### src/rtl/controle_servo_multicanal.sv
// Multi-channel hobby-servo PWM controller.
// One shared period counter drives NUM_CANAIS pulse outputs. Each channel keeps
// a target width (written by the host) and a current width that walks toward
// the target by at most PASSO clocks, only at period boundaries, so a pulse
// never changes length while it is being generated.
module controle_servo_multicanal #(
    parameter int  NUM_CANAIS  = 4,
    parameter int  POS_BITS    = 8,
    parameter int  PERIODO     = 1_000_000,
    parameter int  LARGURA_MIN = 50_000,
    parameter int  INCREMENTO  = 196,
    parameter int  PASSO       = 500,
    localparam int CANAL_W     = (NUM_CANAIS > 1) ? $clog2(NUM_CANAIS) : 1
) (
    input  logic                  clock,
    input  logic                  reset,
    input  logic                  escreve,
    input  logic [CANAL_W-1:0]    canal,
    input  logic [POS_BITS-1:0]   posicao,
    input  logic                  habilita,
    output logic [NUM_CANAIS-1:0] controle,
    output logic [NUM_CANAIS-1:0] em_movimento,
    output logic                  db_controle,
    output logic                  db_fim_periodo
);

    localparam int CONT_W      = $clog2(PERIODO);
    // One extra bit so width arithmetic never wraps.
    localparam int LARG_W      = CONT_W + 1;
    localparam int LARGURA_MAX = LARGURA_MIN + (2**POS_BITS - 1) * INCREMENTO;
    // A step larger than the whole position range is the same as jumping.
    localparam int PASSO_EF    = (PASSO > LARGURA_MAX) ? 0 : PASSO;

    localparam logic [LARG_W-1:0] MIN_W   = LARG_W'(LARGURA_MIN);
    localparam logic [LARG_W-1:0] PASSO_W = LARG_W'(PASSO_EF);
    localparam logic [CONT_W-1:0] ULTIMO  = CONT_W'(PERIODO - 1);

    // The widest pulse must fit inside one period.
    if (LARGURA_MAX >= PERIODO) begin : g_param_check
        $error("controle_servo_multicanal: LARGURA_MAX must be below PERIODO");
    end

    logic [CONT_W-1:0]     r_contador;
    logic [LARG_W-1:0]     r_atual [NUM_CANAIS];
    logic [LARG_W-1:0]     r_alvo  [NUM_CANAIS];
    logic [NUM_CANAIS-1:0] r_hab;
    logic [NUM_CANAIS-1:0] r_controle;
    logic                  r_fim_periodo;

    logic                  w_fim;
    logic                  w_canal_valido;
    logic                  w_escrita_valida;
    logic [LARG_W-1:0]     w_alvo_novo;
    logic [LARG_W-1:0]     w_atual_prox [NUM_CANAIS];
    logic [NUM_CANAIS-1:0] w_movimento;

    assign w_fim            = (r_contador == ULTIMO);
    assign w_canal_valido   = (32'(canal) < 32'(NUM_CANAIS));
    assign w_escrita_valida = escreve && w_canal_valido;
    assign w_alvo_novo      = MIN_W + LARG_W'(posicao) * LARG_W'(INCREMENTO);

    // Shared period counter, 0..PERIODO-1 then wrap.
    always_ff @(posedge clock) begin
        if (reset) begin
            r_contador <= '0;
        end else if (w_fim) begin
            r_contador <= '0;
        end else begin
            r_contador <= r_contador + CONT_W'(1);
        end
    end

    // Next current width per channel: one step toward the target, clamped at it.
    always_comb begin
        for (int i = 0; i < NUM_CANAIS; i++) begin
            // NOTE: default first so every path assigns it; a missing default here would infer a latch.
            w_atual_prox[i] = r_alvo[i];
            if (PASSO_EF != 0) begin
                if ((r_alvo[i] > r_atual[i]) && ((r_alvo[i] - r_atual[i]) > PASSO_W)) begin
                    w_atual_prox[i] = r_atual[i] + PASSO_W;
                end else if ((r_atual[i] > r_alvo[i]) && ((r_atual[i] - r_alvo[i]) > PASSO_W)) begin
                    w_atual_prox[i] = r_atual[i] - PASSO_W;
                end
            end
        end
    end

    // Channel state: ramp at the period boundary, host writes any cycle.
    always_ff @(posedge clock) begin
        if (reset) begin
            // NOTE: these per-channel arrays are control state, not a RAM, so every entry is reset.
            for (int i = 0; i < NUM_CANAIS; i++) begin
                r_atual[i] <= MIN_W;
                r_alvo[i]  <= MIN_W;
            end
            r_hab <= '0;
        end else begin
            // NOTE: non-blocking, so a write on the boundary edge leaves this ramp using the old target.
            if (w_fim) begin
                r_atual <= w_atual_prox;
            end
            if (w_escrita_valida) begin
                r_alvo[canal] <= w_alvo_novo;
                r_hab[canal]  <= habilita;
            end
        end
    end

    // Registered pulse outputs and end-of-period strobe, both one cycle behind the counter.
    always_ff @(posedge clock) begin
        if (reset) begin
            r_controle    <= '0;
            r_fim_periodo <= 1'b0;
        end else begin
            for (int i = 0; i < NUM_CANAIS; i++) begin
                r_controle[i] <= r_hab[i] && ({1'b0, r_contador} < r_atual[i]);
            end
            r_fim_periodo <= w_fim;
        end
    end

    // A channel is moving while its current width has not reached the target.
    always_comb begin
        for (int i = 0; i < NUM_CANAIS; i++) begin
            w_movimento[i] = (r_atual[i] != r_alvo[i]);
        end
    end

    assign controle       = r_controle;
    assign em_movimento   = w_movimento;
    assign db_controle    = w_canal_valido ? r_controle[canal] : 1'b0;
    assign db_fim_periodo = r_fim_periodo;

endmodule

### config.mk
export PLATFORM = sky130hd
export DESIGN_NAME = controle_servo_multicanal
export DESIGN_NICKNAME = d
export VERILOG_FILES = /design/src/rtl/controle_servo_multicanal.sv
export SDC_FILE = /design/constraint.sdc
export NUM_CORES = 1
export LEC_CHECK = 0
export ABC_CLOCK_PERIOD_IN_PS = 10400
export CAP_MARGIN = 0
export CORE_ASPECT_RATIO = 0.8
export CORE_MARGIN = 2
export CORE_UTILIZATION = 39
export DETAILED_ROUTE_END_ITERATION = 6
export GPL_ROUTABILITY_DRIVEN = 0
export GPL_TIMING_DRIVEN = 0
export MAX_ROUTING_LAYER = met4
export SLEW_MARGIN = 20
export SYNTH_ARGS = -nofsm -noshare
export SYNTH_HDL_FRONTEND = slang
export SYNTH_SLANG_ARGS = --single-unit
### constraint.sdc
create_clock -name clock -period 10.4 [get_ports clock]
set_clock_uncertainty 0.05 [all_clocks]
set_input_delay 2.08 -clock clock [delete_from_list [all_inputs] [get_ports clock]]
set_output_delay 2.08 -clock clock [all_outputs]
set_load 0.1 [all_outputs]
# Yosys cells after proc, flatten, opt, wreduce, memory -nomap -nowiden
# Memories as Yosys holds them, arrays and structs flattened.
# Index checks and enable logic that the tools add are counted.
# totals
ff_bits,113
latchBits,0
ramBits,68
romBits,0
in_bits,14
output_inout_bits,10
elab_cells,91
memories,1
# memory_table
name,words,width,rd,rd_ports_with_merged_regs,wr,line_no,source
r_alvo,4,17,4,0,4,45,logic [LARG_W-1:0] r_alvo [NUM_CANAIS];
# op_classes
addsub,18
multipliers,1
div,0
order_cmp,22
n_eq_ne,5
shift,0
muxes,21
bitwise,0
reduce_logical,15
# op_table
op,count
greater-than comparator 21 bit,8
"greater-than comparator 21 x 9 -> 1 bit, second input constant",8
two-way mux 21 bit,8
subtractor 21 bit,8
"adder 21 x 9 -> 21 bit, second input constant",4
less-than comparator 20 x 21 -> 1 bit,4
inequality test 21 bit,4
"subtractor 21 x 9 -> 21 bit, second input constant",4
"adder 20 x 1 -> 20 bit, second input constant",1
"equality test 20 bit, second input constant",1
"adder 16 x 16 -> 17 bit, first input constant",1
two-way mux 17 bit,1
OR reduction 17 bit,1
"multiplier 8 x 6 -> 14 bit, second input constant",1
logical AND 1 bit,13
two-way mux 1 bit,8
bitwise mux 4 bit,1
"less-than comparator 2 x 3 -> 1 bit, second input constant",1
binary-select mux 1 bit (select 2 bit),1
demux 1 bit (select 2 bit),1
">= comparator 2 x 1 -> 1 bit, second input constant",1
two-way mux 2 bit,1
OR reduction 2 bit,1

# Depth between registers and ports, before layout
# An unclocked memory read counts as a cell.
# logic_depth
word_depth,6
mapped_depth,17
depth_no_buf,16

# Least setup slack after synthesis
# No wires, ideal clock.
# synth_path
path_type,input to register
from,in posicao[1]
to,mem r_alvo[2][15] (netlist name) (data pin)
setup_ns,0.263
arrival_time_ns,4.904
t_required_ns,10.087
path_slack_ns,5.183
stages,16
n_path_buf,0
cell_sequence,ha_1 > fa_1 > ha_1 > ha_1 > inv_1 > fa_1 > inv_1 > a21oi_1 > o21bai_1 > xor2_1 > nand2_1 > nor2_1 > a21oi_1 > xor2_1 > nor2_1 > nand2_1
# synth_lines
element,line_no,source
"start, declared",19,"input logic [POS_BITS-1:0] posicao,"
"end, declared",45,

# Worst setup path in the final report
# layout_path
from,in canal[0]
to,out db_controle
# layout_between
elab_chain_cells,2
# layout_lines
element,line_no,source
"start, declared",18,"input logic [CANAL_W-1:0] canal,"
binary-select mux 1 bit (select 2 bit),131,assign db_controle = w_canal_valido ? r_controle[canal] : 1'b0;
two-way mux 1 bit (implied by the code),131,
"end, declared",23,"output logic db_controle,"
# Every way passes these cells. The select of a mux whose other input is x is not followed.

==> qor.txt <==
status: complete, no violations
width of the die: 255 um
grt ovf: 0
RSZ-0062 raised after global routing: false
post-synthesis simple-gate area fraction: 0.229
Vias/cell: 6.40
static leakage: 8.48 nW
reg2reg path depth: 14
largest family of logic cells by synthesized area: compound AO/OA/AOI/OAI gates
Core ar.: 0.0498 mm^2
Tot GR Track Use: 0.295
Syn Inst Count: 2619
DR WL/cell: 22.7 um
number of flops mapped to enable cells by yosys: 60
VDD IR max: 0.0945 mV
Area Growth Syn to Fin: 8.38%
row cnt: 73
Syn Nets: 2873
Worst slew margin: 0.180
Num CTS Buffers: 17
Clock Pin Slew Worst Setup and Hold Paths: 0.07 ns
CP Data Arrival Time: 4.60 ns
Synth Area in Compound Gates: 0.279
Req. time, crit path: 8.27 ns
nets: 2914
CTS tree: yes
final core utilization: 0.429
Async S/R FF share, synth: 0
Worst Setup End Kind: output pin
FF/Latch Area: 0.00390 mm^2
Final ANT Viol Nets: 0
setup TNS: 0 ns
vias in the first global route: 19800
top cell type's share of synthesized area: 0.148
WHS: 0.423 ns
Seq/Total Area, Yosys: 0.198
fmax: 0.149 GHz
largest area contributor in the netlist: ha_1
share of synthesized cell area in full adder, half adder and majority cells: 0.155
Non-Filler Instances: 3350
Starting Density: 0.395
worst hold path type: reg -> reg
post-synthesis xor/xnor area fraction: 0.0556
Synth area leaders: ha_1 15%, dfxtp_1 11%, edfxtp_1 9.2%
H-tree lvl count: 4
IO Port Bufs: 22
synthesis-stage register bit count: 165
period utilization: 0.647
post-CTS setup buffer count: 0
slew at the pin closest to its max-slew limit: 1.23 ns
synth cell count leaders: 233 x ha_1, 226 x nor2_1, 209 x a21oi_1
Startpoint Class: input port
Distinct cells, synth: 90
global-route wire length before repair: 116 mm
DR iter-0 viols: 2900
max-cap violations: 0
Reg2Reg Launch Point: r_atual[53]$_SDFFE_PP0P_
clock tree root driver cell: clkbuf_16
mean post-synth cell area: 7.52 um^2
Ports: 24
drt pass-1 iters: 6
Final Hold Fails: 0
CP Class: in -> out
Worst-Skew Late Latency: 0.45 ns
residual DRC count: 0
Die Y: 205 um
die area: 0.0523 mm^2
Final setup viols: 0
final wirelength: 75.9 mm
multiplexer area fraction after synthesis: 0.0165
antenna violations before repair: 1
CTS sink cnt: 165
share of layout cells above drive strength 1: 0.0363
Pwr Density: 106 mW/mm^2
Post-Syn Area: 0.0197 mm^2
Worst R2R End: r_atual[52]$_SDFFE_PP0P_
largest net degree at the start of global routing: 17
Max clock buf depth: 2
CTS-repair resized insts: 0
post-DP HPWL: 57.7 mm
Multi-input gate area: 0.0145 mm^2
Hold Startpoint: r_contador[0]$_SDFF_PP0_
total chip power: 2.26 mW
FILL cells: 5122
Most used DFF post-synth: dfxtp_1
Worst R2R Setup Slack: 5.27 ns
CP Max Fanout: 8
Syn. warnings: 0
Period minus WS final: 6.73 ns
top-count cell post-synth: ha_1
WHS Path Cells: 1
Hold Buf Count CTS: 0
placed insts: 3316
max-slew violation count: 0
hold endpoint: r_contador[0]$_SDFF_PP0_
routed via count: 21500
## cell families (layout without fill, tap and decap cells)
kind of cell / count (synthesis) / count (layout)
DFF: 165 / 165
adders and majority gates: 240 / 240
xor gates and xnor gates: 125 / 125
and+or+nand+nor: 902 / 902
muxes: 30 / 30
other: 0 / 2
AOI/OAI and AO/OA: 820 / 820
buffers and inverters: 337 / 391
## power breakdown
group	leakage, nW	internal [mW]	switching [mW]
registers	1.44	0.700	0.0317
clock network	0.286	0.343	0.301
logic	6.76	0.305	0.575
## flip-flops by register name, indices dropped and copies added, names as in the netlist
name and count:
r_hab 4, r_atual 76, controle 4, r_contador 20, r_alvo 60, db_fim_periodo 1
## per-layer routing
metal / part of all wire / global-route usage
met5: 0 / -
met2: 0.40 / 0.412
met3: 0.12 / 0.0645
met1: 0.44 / 0.420
met4: 0.030 / 0.0909
## critical path, stage by stage
cell and delay [ns]:
clkdlybuf4s50_1 0.83, mux4_2 0.67, clkdlybuf4s50_1 1.01
## how the worst max path moves through the flow
stage / startpoint / endpoint / slack (ns) / cells after the start
after detailed placement: posicao[2] / r_alvo[1][16]$_SDFFCE_PN0P_ / 3.57 / 14
after floorplan: posicao[1] / r_alvo[2][15]$_SDFFCE_PN1P_ / 5.18 / 16
after global routing: canal[0] / db_controle / 3.69 / 3
final: canal[0] / db_controle / 3.67 / 3
after global placement: posicao[2] / r_alvo[1][16]$_SDFFCE_PN0P_ / 3.65 / 14
after CTS: canal[0] / db_controle / 3.72 / 3
## placed cells by master, fill, tap and decap left out, types with 35 or more instances in the layout
cell type / netlist / routed
nand4_1: 49 / 49
nor2_1: 226 / 226
nand3_1: 85 / 85
dfxtp_1: 105 / 105
nor4_1: 45 / 45
o21ai_0: 150 / 150
clkbuf_1: 109 / 108
xor2_1: 38 / 38
and3_1: 35 / 35
nor3_1: 90 / 90
ha_1: 233 / 233
or3_1: 37 / 37
a21oi_1: 209 / 209
edfxtp_1: 60 / 60
inv_1: 193 / 193
o21a_1: 49 / 49
xnor2_1: 87 / 87
nand2_1: 201 / 201
o211ai_1: 46 / 46
a21o_1: 42 / 42
## through the flow
stage	cell area (um^2)	setup WS (ns)
floorplan	19700	5.18
global placement	20700	3.65
detailed placement	20700	3.57
CTS	21300	3.72
global route	21300	3.69
finish	21300	3.67
## final cells by class
class,count,area share
Multi-Input combinational cell,2117,0.679
Sequential cell,165,0.183
Tap cell,675,0.0396
Inverter,198,0.0348
Buffer,139,0.0262
Clock buffer,20,0.0229
Timing Repair Buffer,22,0.0103
Clock inverter,12,0.00416
Antenna cell,2,0.000235
(Power assumes the default switching activity.)
